===== src/rtl/mul_div_pkg.sv =====
// Shared encodings for the iterative multiply/divide unit: opcode values
// driven by decode and the FSM state enum used by the top.
package mul_div_pkg;

  typedef enum logic [1:0] {
    OP_MUL  = 2'b00,
    OP_DIV  = 2'b01,
    OP_MTHI = 2'b10,
    OP_MTLO = 2'b11
  } op_e;

  typedef enum logic [2:0] {
    S_IDLE,
    S_MUL,
    S_DIV,
    S_FIX,
    S_DONE
  } state_e;

endpackage


===== src/rtl/sign_fix.sv =====
// Conditional two's-complement negate. Used as |x| at operand entry
// (neg = sign bit) and as the sign application step on the way out.
module sign_fix #(
  parameter int W = 32
) (
  input  logic [W-1:0] in_val,
  input  logic         neg,
  output logic [W-1:0] out_val
);

  // Negate only when requested; the most negative value maps onto itself,
  // which is the correct unsigned magnitude.
  always_comb begin
    out_val = neg ? ('0 - in_val) : in_val;
  end

endmodule


===== src/rtl/mul_div_unit.sv =====
// Iterative MIPS HI/LO multiply/divide unit. Shift-add multiply and
// restoring divide, one bit per cycle, plus MTHI/MTLO writes.
// Optional feature macro: SIGNED_OPS_EN (signed MULT/DIV via a FIX state).
module mul_div_unit
  import mul_div_pkg::*;
#(
  parameter int WIDTH = 32
) (
  input  logic             clk,
  input  logic             rst_n,
  input  logic             start,
  input  logic [1:0]       op,
  input  logic             signed_op,
  input  logic [WIDTH-1:0] rs_content,
  input  logic [WIDTH-1:0] rt_content,
  output logic             busy,
  output logic             done,
  output logic [WIDTH-1:0] hi,
  output logic [WIDTH-1:0] lo,
  output logic             div_by_zero
);

  localparam int CW = $clog2(WIDTH) + 1;

  state_e             state_q, state_d;
  logic [2*WIDTH-1:0] acc_q, acc_d;   // MUL: {partial hi, multiplier}; DIV: {remainder, quotient}
  logic [WIDTH-1:0]   b_q, b_d;       // multiplicand or divisor
  logic [CW-1:0]      cnt_q, cnt_d;
  logic [WIDTH-1:0]   hi_q, hi_d;
  logic [WIDTH-1:0]   lo_q, lo_d;
  logic               dbz_q, dbz_d;

  logic               accept;
  logic               last_iter;
  logic [WIDTH-1:0]   a_op, b_op;
  logic [WIDTH:0]     mul_sum;
  logic [2*WIDTH-1:0] mul_next;
  logic [WIDTH:0]     div_rem_ext;
  logic [WIDTH-1:0]   div_diff;
  logic               div_ge;
  logic [2*WIDTH-1:0] div_next;

`ifdef SIGNED_OPS_EN
  logic               neg_p_q, neg_p_d;   // product / quotient takes a minus sign
  logic               neg_r_q, neg_r_d;   // remainder follows the dividend sign
  logic               is_div_q, is_div_d;
  logic [2*WIDTH-1:0] prod_fix;
  logic [WIDTH-1:0]   quo_fix, rem_fix;

  sign_fix #(.W(WIDTH)) u_abs_a (
    .in_val(rs_content), .neg(signed_op & rs_content[WIDTH-1]), .out_val(a_op));
  sign_fix #(.W(WIDTH)) u_abs_b (
    .in_val(rt_content), .neg(signed_op & rt_content[WIDTH-1]), .out_val(b_op));
  sign_fix #(.W(2*WIDTH)) u_fix_prod (
    .in_val(acc_q), .neg(neg_p_q), .out_val(prod_fix));
  sign_fix #(.W(WIDTH)) u_fix_quo (
    .in_val(acc_q[WIDTH-1:0]), .neg(neg_p_q), .out_val(quo_fix));
  sign_fix #(.W(WIDTH)) u_fix_rem (
    .in_val(acc_q[2*WIDTH-1:WIDTH]), .neg(neg_r_q), .out_val(rem_fix));
`else
  logic unused_signed_op;
  assign unused_signed_op = signed_op;
  assign a_op = rs_content;
  assign b_op = rt_content;
`endif

  assign busy        = (state_q == S_MUL) || (state_q == S_DIV) || (state_q == S_FIX);
  assign done        = (state_q == S_DONE);
  assign hi          = hi_q;
  assign lo          = lo_q;
  assign div_by_zero = dbz_q;
  assign accept      = start && !busy;
  assign last_iter   = (cnt_q == CW'(WIDTH - 1));

  // One iteration step of both datapaths; the FSM picks which one to keep.
  always_comb begin
    mul_sum     = {1'b0, acc_q[2*WIDTH-1:WIDTH]} + {1'b0, (acc_q[0] ? b_q : '0)};
    mul_next    = {mul_sum, acc_q[WIDTH-1:1]};
    div_rem_ext = {acc_q[2*WIDTH-1:WIDTH], acc_q[WIDTH-1]};
    div_ge      = div_rem_ext >= {1'b0, b_q};
    // When div_ge holds the difference is below the divisor, so WIDTH bits suffice.
    div_diff    = div_rem_ext[WIDTH-1:0] - b_q;
    div_next    = div_ge ? {div_diff, acc_q[WIDTH-2:0], 1'b1}
                         : {acc_q[2*WIDTH-2:0], 1'b0};
  end

  // Next-state, iteration and HI/LO update logic.
  always_comb begin
    state_d = state_q;
    acc_d   = acc_q;
    b_d     = b_q;
    cnt_d   = cnt_q;
    hi_d    = hi_q;
    lo_d    = lo_q;
    dbz_d   = dbz_q;
`ifdef SIGNED_OPS_EN
    neg_p_d  = neg_p_q;
    neg_r_d  = neg_r_q;
    is_div_d = is_div_q;
`endif

    case (state_q)
      S_MUL: begin
        acc_d = mul_next;
        cnt_d = cnt_q + CW'(1);
        if (last_iter) begin
`ifdef SIGNED_OPS_EN
          state_d = S_FIX;
`else
          {hi_d, lo_d} = mul_next;
          state_d      = S_DONE;
`endif
        end
      end
      S_DIV: begin
        acc_d = div_next;
        cnt_d = cnt_q + CW'(1);
        if (last_iter) begin
`ifdef SIGNED_OPS_EN
          state_d = S_FIX;
`else
          hi_d    = div_next[2*WIDTH-1:WIDTH];
          lo_d    = div_next[WIDTH-1:0];
          state_d = S_DONE;
`endif
        end
      end
      S_FIX: begin
`ifdef SIGNED_OPS_EN
        if (is_div_q) begin
          hi_d = rem_fix;
          lo_d = quo_fix;
        end else begin
          {hi_d, lo_d} = prod_fix;
        end
        state_d = S_DONE;
`else
        state_d = S_IDLE;
`endif
      end
      S_DONE:  state_d = S_IDLE;
      default: state_d = S_IDLE;
    endcase

    // Accept in IDLE or DONE (back-to-back); overrides the DONE->IDLE step.
    if (accept) begin
      dbz_d = 1'b0;
      cnt_d = '0;
`ifdef SIGNED_OPS_EN
      neg_p_d  = signed_op & (rs_content[WIDTH-1] ^ rt_content[WIDTH-1]);
      neg_r_d  = signed_op & rs_content[WIDTH-1];
      is_div_d = (op_e'(op) == OP_DIV);
`endif
      case (op_e'(op))
        OP_MUL: begin
          acc_d   = {{WIDTH{1'b0}}, b_op};
          b_d     = a_op;
          state_d = S_MUL;
        end
        OP_DIV: begin
          if (rt_content == '0) begin
            lo_d    = '1;
            hi_d    = rs_content;
            dbz_d   = 1'b1;
            state_d = S_DONE;
          end else begin
            acc_d   = {{WIDTH{1'b0}}, a_op};
            b_d     = b_op;
            state_d = S_DIV;
          end
        end
        OP_MTHI: begin
          hi_d    = rs_content;
          state_d = S_DONE;
        end
        default: begin
          lo_d    = rs_content;
          state_d = S_DONE;
        end
      endcase
    end
  end

  // State and datapath registers with synchronous active-low reset.
  always_ff @(posedge clk) begin
    if (!rst_n) begin
      state_q <= S_IDLE;
      acc_q   <= '0;
      b_q     <= '0;
      cnt_q   <= '0;
      hi_q    <= '0;
      lo_q    <= '0;
      dbz_q   <= 1'b0;
`ifdef SIGNED_OPS_EN
      neg_p_q  <= 1'b0;
      neg_r_q  <= 1'b0;
      is_div_q <= 1'b0;
`endif
    end else begin
      state_q <= state_d;
      acc_q   <= acc_d;
      b_q     <= b_d;
      cnt_q   <= cnt_d;
      hi_q    <= hi_d;
      lo_q    <= lo_d;
      dbz_q   <= dbz_d;
`ifdef SIGNED_OPS_EN
      neg_p_q  <= neg_p_d;
      neg_r_q  <= neg_r_d;
      is_div_q <= is_div_d;
`endif
    end
  end

endmodule


===== config.mk =====
export PLATFORM = sky130hd
export DESIGN_NAME = mul_div_unit
export DESIGN_NICKNAME = d
export VERILOG_FILES = /design/src/rtl/mul_div_pkg.sv /design/src/rtl/sign_fix.sv /design/src/rtl/mul_div_unit.sv
export SDC_FILE = /design/constraint.sdc
export NUM_CORES = 1
export LEC_CHECK = 0
export CAP_MARGIN = 20
export CELL_PAD_IN_SITES_DETAIL_PLACEMENT = 0
export CELL_PAD_IN_SITES_GLOBAL_PLACEMENT = 2
export CORE_UTILIZATION = 30
export DETAILED_ROUTE_END_ITERATION = 8
export GPL_TIMING_DRIVEN = 0
export PLACE_DENSITY = 0.78
export SYNTH_ARGS = -nofsm -noshare
export SYNTH_HDL_FRONTEND = slang
export SYNTH_SLANG_ARGS = --single-unit

===== constraint.sdc =====
create_clock -name clk -period 3.5 [get_ports clk]
set_input_delay 0.875 -clock clk [delete_from_list [all_inputs] [get_ports clk]]
set_output_delay 0.875 -clock clk [all_outputs]
set_load 0.03 [all_outputs]

## Word-level counts from Yosys, hierarchy flattened

Index checks and enable logic that the tools add are counted.

- Output and inout port bits: 67
- Register bits: 170
- Input port bits: 70
- Logic and storage cells: 59

- Reduce and logical (&&, ||, !) cells: 11
- Add/sub/neg operators: 3
- Order comparisons: 1
- Muxes and demuxes: 27
- Bitwise logic cells: 1
- Eq/ne operators: 9

Operators with widths:

| kind | count |
|---|---|
| $mux 32 | 10 |
| $pmux 32 s2 | 5 |
| $pmux 64 s2 | 2 |
| $mux 64 | 3 |
| $add 32x32->33 | 1 |
| $ge 33x32->1 | 1 |
| $logic_not 32->1 | 1 |
| $sub 32x32->32 | 1 |
| $mux 3 | 4 |
| $add 6x1->6 const B | 1 |
| $eq 3x2->1 const B | 2 |
| $eq 6x5->1 const B | 1 |
| $pmux 3 s2 | 1 |
| $reduce_or 2->1 | 3 |
| $eq 3x1->1 const B | 1 |
| $eq 3x3->1 const B | 1 |
| $ne 3x1->1 const B | 1 |
| $reduce_and 3->1 | 1 |
| $eq 2x1->1 const B | 1 |
| $eq 2x2->1 const B | 1 |
| $logic_not 2->1 | 1 |
| $logic_or 1x1->1 | 2 |
| $mux 1 | 2 |
| $ne 2x2->1 const B | 1 |
| other kinds (4) | 4 |

## Logic depth before layout (Yosys ltp)

Gate-level depths: netlist of the first run.

- Depth after elaboration: 7
- Gate-level depth with buffers: 15
- Mapped depth without buffers: 14

## Least setup slack after synthesis of the first run

Ideal clock, no wire load.

- Kind: register -> register
- Start point: register acc_q[0]
- End point: register acc_q[61]
- Arrival: 3.093 ns
- Setup slack: 0.280 ns
- Library setup time: 0.128 ns
- Data required time: 3.372 ns
- Cell stages (with the launch flop): 16
- Path buffers: 1
- Period minus slack after synthesis: 3.220 ns
- Cell sequence: dfxtp_1 > clkbuf_1 > and2_1 > ha_1 > inv_1 > fa_1 > nand2b_1 > a21oi_1 > a211oi_2 > o31ai_2 > a211oi_2 > a211oi_1 > o41ai_2 > xnor2_1 > a221oi_1 > nor2_1

- Word-level cells in the longest chain between the ends: 6

Ends and longest elaborated chain:

| what | line | text |
|---|---|---|
| start, declared | mul_div_unit.sv:26 | `logic [2*WIDTH-1:0] acc_q, acc_d;` |
| start signal, assigned | mul_div_unit.sv:188 | `acc_q <= '0;` |
| start signal, assigned | mul_div_unit.sv:201 | `acc_q <= acc_d;` |
| $mux 32 * | mul_div_unit.sv:77 | `mul_sum = {1'b0, acc_q[2*WIDTH-1:WIDTH]} + {1'b0, (acc_q[0] ? b_q : '0)};` |
| $add 32x32->33 * | mul_div_unit.sv:77 |  |
| $pmux 64 s2 * | mul_div_unit.sv:102 | `case (state_q)` |
| $mux 64 | mul_div_unit.sv:161 | `if (rt_content == '0) begin` |
| $pmux 64 s2 | mul_div_unit.sv:154 | `case (op_e'(op))` |
| $mux 64 * | mul_div_unit.sv:146 | `if (accept) begin` |

Every way passes the cells marked *; elsewhere a longest branch is shown, timed or not.
A chain may end at the register's enable or synchronous reset.

## Worst setup path after layout of the first run

- Start point: register acc_q[0]
- End point: register acc_q[49]

Same word-level chain as after synthesis.

==> impl_metrics.py, run 1 <==
metrics = {
    "clock_network": {
        "cts_hold_buffers": 0,
        "clk_pin_slew_ns": 0.07,
        "clockBufferDepth": 2,
        "cts_tree": "done",
        "root_buffer": "clkbuf_16",
        "cts_buffers": 17,
        "worst_skew_pair.late_latency_ns": 0.44,
        "htree_num_levels": 4,
        "clkSinkCount": 170,
    },
    "detailed_routing": {
        "postRouteAntennaNets": 0,
        "route.detailed.drc": 0,
        "drtIter0Drc": 921,
        "vias_per_cell": 5.661,
        "wl_mm": 51.09,
        "wire_per_inst_um": 22.53,
        "vias": 12834,
        "drt-pass1-iter-count": 5,
    },
    "cells_and_area": {
        "layout.nets": 1872,
        "drive_gt1_share_pct": 7.926,
        "design_area_mm2": 0.01519,
        "area_growth_pct": 24.86,
    },
    "grt": {
        "antenna_found_initial": 0,
        "grt_pass1_vias": 12366,
        "grt_max_degree": 17,
        "grt_use_total_pct": 24.37,
        "grt_pass1_wl_mm": 76.77,
        "grt.overflow.total": 0,
    },
    "worst_setup_path": {
        "criticalPathCategory": "reg -> reg",
        "critPathLaunchType": "flip-flop",
        "worstPathArrival_ns": 3.73,
        "slowest_delay_ns": 0.39,
        "path_cells": "clkbuf_8 > and2_1 > ha_1 > inv_1 > fa_2 > nand2b_4 > a21oi_4 > a211oi_4 > o31ai_4 > buf_4 > buf_4 > a41oi_2 > o21bai_1 > xnor2_1 > nor2_1 > a211oi_1 > nor2_1",
        "r2r_cells": 17,
        "critPathMaxFanout": 10,
        "cp-end-kind": "flip-flop",
        "cp_slowest_cell": "dfxtp_4",
        "required_ns": 3.82,
    },
    "die": {
        "initial_core_util_pct": 30.55,
        "core_mm2": 0.03982,
        "dieArea_mm2": 0.04136,
        "rows": 73,
        "dieWidth_um": 203.4,
        "die_h_um": 203.4,
        "num_io_pins": 137,
    },
    "placement": {
        "dpl_cell_area_mm2": 0.01417,
        "gp_congestion": 0.9147,
        "portBuffers": 135,
        "dp_hpwl_mm": 40.28,
    },
    "logic_synthesis": {
        "synth_common_cells": "nand2_1 (238), dfxtp_1 (170), a21oi_1 (131), clkbuf_1 (102), nor2_1 (74)",
        "ys_seq_area_share_pct": 27.98,
        "synth.most_common_cell": "nand2_1",
        "ys_warn_count": 0,
        "syn_area_mm2": 0.01216,
        "synth_cell_types": 73,
        "ys_top_cells_by_area": "dfxtp_1 (28%), nand2_1 (7.3%), ha_1 (7.2%)",
        "syn_area_per_cell_um2": 7.718,
        "synth_edf_count": 0,
        "postSynthCellCount": 1576,
        "yosys.area.top_type_share_pct": 27.98,
        "synth_top_cell_by_area": "dfxtp_1",
        "syn_nets": 1718,
        "synth_ff_type": "dfxtp_1",
        "ys_ff_latch": 170,
        "synthArstFlopShare_pct": 0,
    },
    "sta": {
        "skew_ns": 0.007963,
        "fmax_mhz": 293.4,
        "slew_headroom_pct": 34.40,
        "hold_ws_ns": 0.4822,
        "tns_ns": 0,
        "tightest_slew_ns": 0.9840,
        "setup_viol_count_final": 0,
        "hold_viol_final": 0,
        "fin_crit_ns": 3.408,
        "fin_crit_sh_pct": 97.38,
        "slew_violations": 0,
    },
    "worst_hold_path": {
        "min_path_cells": 2,
        "hold_path_class": "reg -> reg",
    },
    "flow_run": {
        "max_cap_viol_count": 0,
    },
    "run_status": {
        "status": "finished clean",
    },
    "pwr": {
        "ir_drop_mv": 0.3153,
        "total_leakage_power_nw": 6.126,
        "power_density_mw_per_mm2": 343.4,
    },
}
## sequential cells by signal (all words and copies together) (netlist names)
signal,count
acc_q,64
b_q,32
hi,32
lo,32
cnt_q,6
state_q,3
div_by_zero,1
## placed cells by master, fill, tap and decap left out, types with 13 or more instances in the layout
master           instances
inv_1                   48
a22oi_1                 71
o21ai_0                 61
a32oi_1                 17
clkbuf_1                87
o221ai_1                32
nor2b_1                 13
o22ai_1                 42
nand4_1                 15
xnor2_1                 35
a21oi_1                122
a31oi_1                 20
dfxtp_1                167
clkdlybuf4s50_1        131
ha_1                    67
and3_1                  40
clkbuf_16               17
nor2_1                  74
a21boi_0                34
nor3_1                  14
a21o_1                  28
nand2_1                234
xor2_1                  24
mux2i_1                 44
nand3_1                 20
and2_1                  41
o211a_1                 33
## cells by family after synthesis
logic type      synth area share, %
compound gates                31.56
xor+xnor                      4.320
fa+ha+maj                     7.529
buf+inv                       5.637
flops                         27.98
mux                           4.289
simple gates                  18.69
## through the flow
step           power [W]  util (%)  std cells  worst slack, ns
2_1_floorplan   0.002795         -       1576           0.2796
3_3_place_gp    0.003272     35.59       2236           -1.126
3_5_place_dp    0.003273     35.59       2236           -1.125
4_1_cts         0.005189     37.32       2267         0.007278
5_1_grt         0.005416     38.13       2266        -0.004499
6_report        0.005215     38.14       2267          0.09161
## path summary, 6_finish.rpt
kind,slack [ns],endpoint,from
worst max register to register,0.09,acc_q[49],acc_q[0]
worst min-delay path,0.48,hi[26],hi[26]
worst min register to register,0.48,hi[26],hi[26]
worst max-delay path,0.09,acc_q[49],acc_q[0]
## critical path: cells and delay by family, from the launching register on
family                   cells  cell delay [ns]
XOR/XNOR                     1             0.15
AND/OR/NAND/NOR              4             0.46
flip-flops                   1             0.39
AO/OA/AOI/OAI                6             1.19
buffers and inverters        4             0.55
adder cells (fa/ha/maj)      2             0.53
## cell type report
cell class                      instances  area, µm²
Fill cell                            4262      24630
Multi-Input combinational cell       1233       8427
Sequential cell                       170       3410
Timing Repair Buffer                  141       1406
Tap cell                              525      656.9
Buffer                                119      535.5
Clock buffer                           23      478.0
Inverter                               48      180.2
Clock inverter                          7      92.59
Antenna cell                            1      2.502
## power by group
part           switching, W  internal (W)  total [W]
logic              0.000749      0.000458    0.00121
clock network      0.000832       0.00110    0.00193
registers         0.0000749       0.00200    0.00208
## metal layers
metal | part of all wire (%) | routed length [µm] | up-vias | track usage, %
met4 | 1.6 | 797 | 0 | 5.612
met5 | 0 | 0 | - | 0
met1 | 48 | 24690 | 6320 | 34.69
met3 | 4.9 | 2502 | 40 | 3.340
met2 | 45 | 23100 | 372 | 38.60
li1 | - | - | 6102 | -
## timing repair
action                     CTS  global route
setup buffers                3             3
setup endpoints to repair   88           107
resized for setup           31            81
pin swaps                    7            18
No activity file was read; power rests on OpenSTA's default activity.
==> run 2, diff against run 1 <==
- CAP_MARGIN: 20 -> default
- RECOVER_POWER: default -> 25
==> impl_metrics.py, run 2 (synthesis gave the netlist of run 1 again) <==
metrics = {
    "cells_and_area": {
        "insertedDiodeCount": 0,
        "nFillCells": 4263,
        "area_growth_pct": 24.84,
        "instances_no_fill": 2266,
        "final_util_pct": 38.13,
        "final_cell_mix": "nand2_1 (234), dfxtp_1 (167), a21oi_1 (122)",
        "drive_gt1_share_pct": 7.926,
        "layout.nets": 1872,
        "layout_commonest_cell": "nand2_1",
        "largest_register_ffs": 64,
        "largest-register": "acc_q",
        "design_area_mm2": 0.01519,
    },
    "worst_setup_path": {
        "criticalPathCategory": "reg -> reg",
        "cp-end-kind": "flip-flop",
        "critPathLaunchType": "flip-flop",
        "worstPathArrival_ns": 3.73,
        "critPathMaxFanout": 10,
        "required_ns": 3.82,
    },
    "clock_network": {
        "cts_buffers": 17,
        "root_buffer": "clkbuf_16",
        "cts_hold_buffers": 0,
        "clk_pin_slew_ns": 0.07,
        "htree_num_levels": 4,
        "cts_tree": "done",
        "worst_skew_pair.late_latency_ns": 0.44,
        "clkSinkCount": 170,
        "clockBufferDepth": 2,
    },
    "die": {
        "dieWidth_um": 203.4,
        "core_mm2": 0.03982,
        "rows": 73,
        "dieArea_mm2": 0.04136,
        "die_h_um": 203.4,
        "initial_core_util_pct": 30.55,
        "num_io_pins": 137,
    },
    "pwr": {
        "total_leakage_power_nw": 6.320,
        "ir_drop_mv": 0.3156,
        "power_density_mw_per_mm2": 342.9,
        "pwr-share-seq_pct": 39.9,
        "p_sw_share_pct": 31.78,
        "switchingPower_w": 0.001655,
        "p_int_w": 0.003553,
        "pwr-share-clk_pct": 37.1,
        "combPwrFrac_pct": 23.1,
    },
    "sta": {
        "slew_headroom_pct": 34.75,
        "fin_crit_sh_pct": 97.29,
        "setup_viol_count_final": 0,
        "skew_ns": 0.007459,
        "slew_violations": 0,
        "tightest_slew_ns": 0.9788,
        "fin_crit_ns": 3.405,
        "fmax_mhz": 293.7,
        "hold_viol_final": 0,
    },
    "detailed_routing": {
        "drt-pass1-iter-count": 5,
        "vias_per_cell": 5.662,
        "wl_mm": 51.12,
        "drtIter0Drc": 920,
        "vias": 12831,
        "route.detailed.drc": 0,
        "wire_per_inst_um": 22.56,
        "postRouteAntennaNets": 0,
    },
    "grt": {
        "antenna_found_initial": 0,
        "grt_use_total_pct": 24.37,
        "grt_pass1_vias": 12366,
        "grt_pass1_wl_mm": 76.77,
        "grt_max_degree": 17,
        "grt.overflow.total": 0,
    },
    "placement": {
        "placed_cells": 2236,
        "portBuffers": 135,
        "dpl_cell_area_mm2": 0.01417,
        "gp_congestion": 0.9147,
        "dp_hpwl_mm": 40.28,
    },
    "worst_hold_path": {
        "hold_path_class": "reg -> reg",
    },
    "flow_run": {
        "max_cap_viol_count": 0,
    },
    "run_status": {
        "status": "finished clean",
    },
}
-- run 2: cell count changes in the layout (fill, tap and decap cells not counted) --
cell             delta
dlygate4sd3_1      +58
clkdlybuf4s50_1    -58
diode_2             -1
-- run 2: stage by stage --
| step | setup slack [ns] | power, W | hold slack [ns] | setup TNS [ns] |
|---|---|---|---|---|
| 2_1_floorplan | 0.2796 | 0.002795 | 0.4490 | 0 |
| 3_3_place_gp | -1.126 | 0.003272 | 0.4670 | -62.80 |
| 3_5_place_dp | -1.125 | 0.003273 | 0.4717 | -65.08 |
| 4_1_cts | 0.007278 | 0.005189 | 0.4864 | 0 |
| 5_1_grt | -0.004499 | 0.005409 | 0.4883 | -0.006623 |
| 6_report | 0.09484 | 0.005208 | 0.4769 | 0 |
-- run 2: worst max-delay path, cell delays in order, from the launching register on --
cell and delay, ns:
dfxtp_4 0.40, clkbuf_8 0.19, and2_1 0.14, ha_1 0.19, inv_1 0.07, fa_2 0.35
nand2b_4 0.18, a21oi_4 0.17, a211oi_4 0.08, o31ai_4 0.38, buf_4 0.17, buf_4 0.12
a41oi_2 0.15, o21bai_1 0.21, xnor2_1 0.15, nor2_1 0.08, a211oi_1 0.20, nor2_1 0.06
-- run 2: layer usage --
layer	GRT usage, %	share of wire, %
met3	3.340	5.1
met1	34.69	48
met2	38.60	45
met4	5.612	1.5
met5	0	0
-- run 2: final timing paths --
path,start,to,slack (ns),cells past startpoint
max reg2reg,acc_q[0],acc_q[49],0.09,17
min,hi[26],hi[26],0.48,2
min reg2reg,hi[26],hi[26],0.48,2
max,acc_q[0],acc_q[49],0.09,17
-- run 2: power groups by stage --
stage / logic, W / clock network [W] / registers [W]
global placement: 0.00115 / 0 / 0.00212
CTS: 0.00116 / 0.00195 / 0.00208
floorplan: 0.000677 / 0 / 0.00212
finish: 0.00120 / 0.00193 / 0.00208
detailed placement: 0.00115 / 0 / 0.00212
global route: 0.00130 / 0.00203 / 0.00208
-- run 2: what timing repair did --
item	4_1_cts	5_1_grt
pin swaps	7	18
buffers inserted	3	3
endpoints found under the setup margin	88	107
gates resized for setup	31	81
-- run 2: final cells by class --
type	instances	area [µm²]	area share (%)
Multi-Input combinational cell	1233	8427	55.49
Sequential cell	170	3410	22.45
Timing Repair Buffer	141	1406	9.261
Tap cell	525	656.9	4.326
Buffer	119	535.5	3.526
Clock buffer	23	478.0	3.147
Inverter	48	180.2	1.186
Clock inverter	7	92.59	0.6097
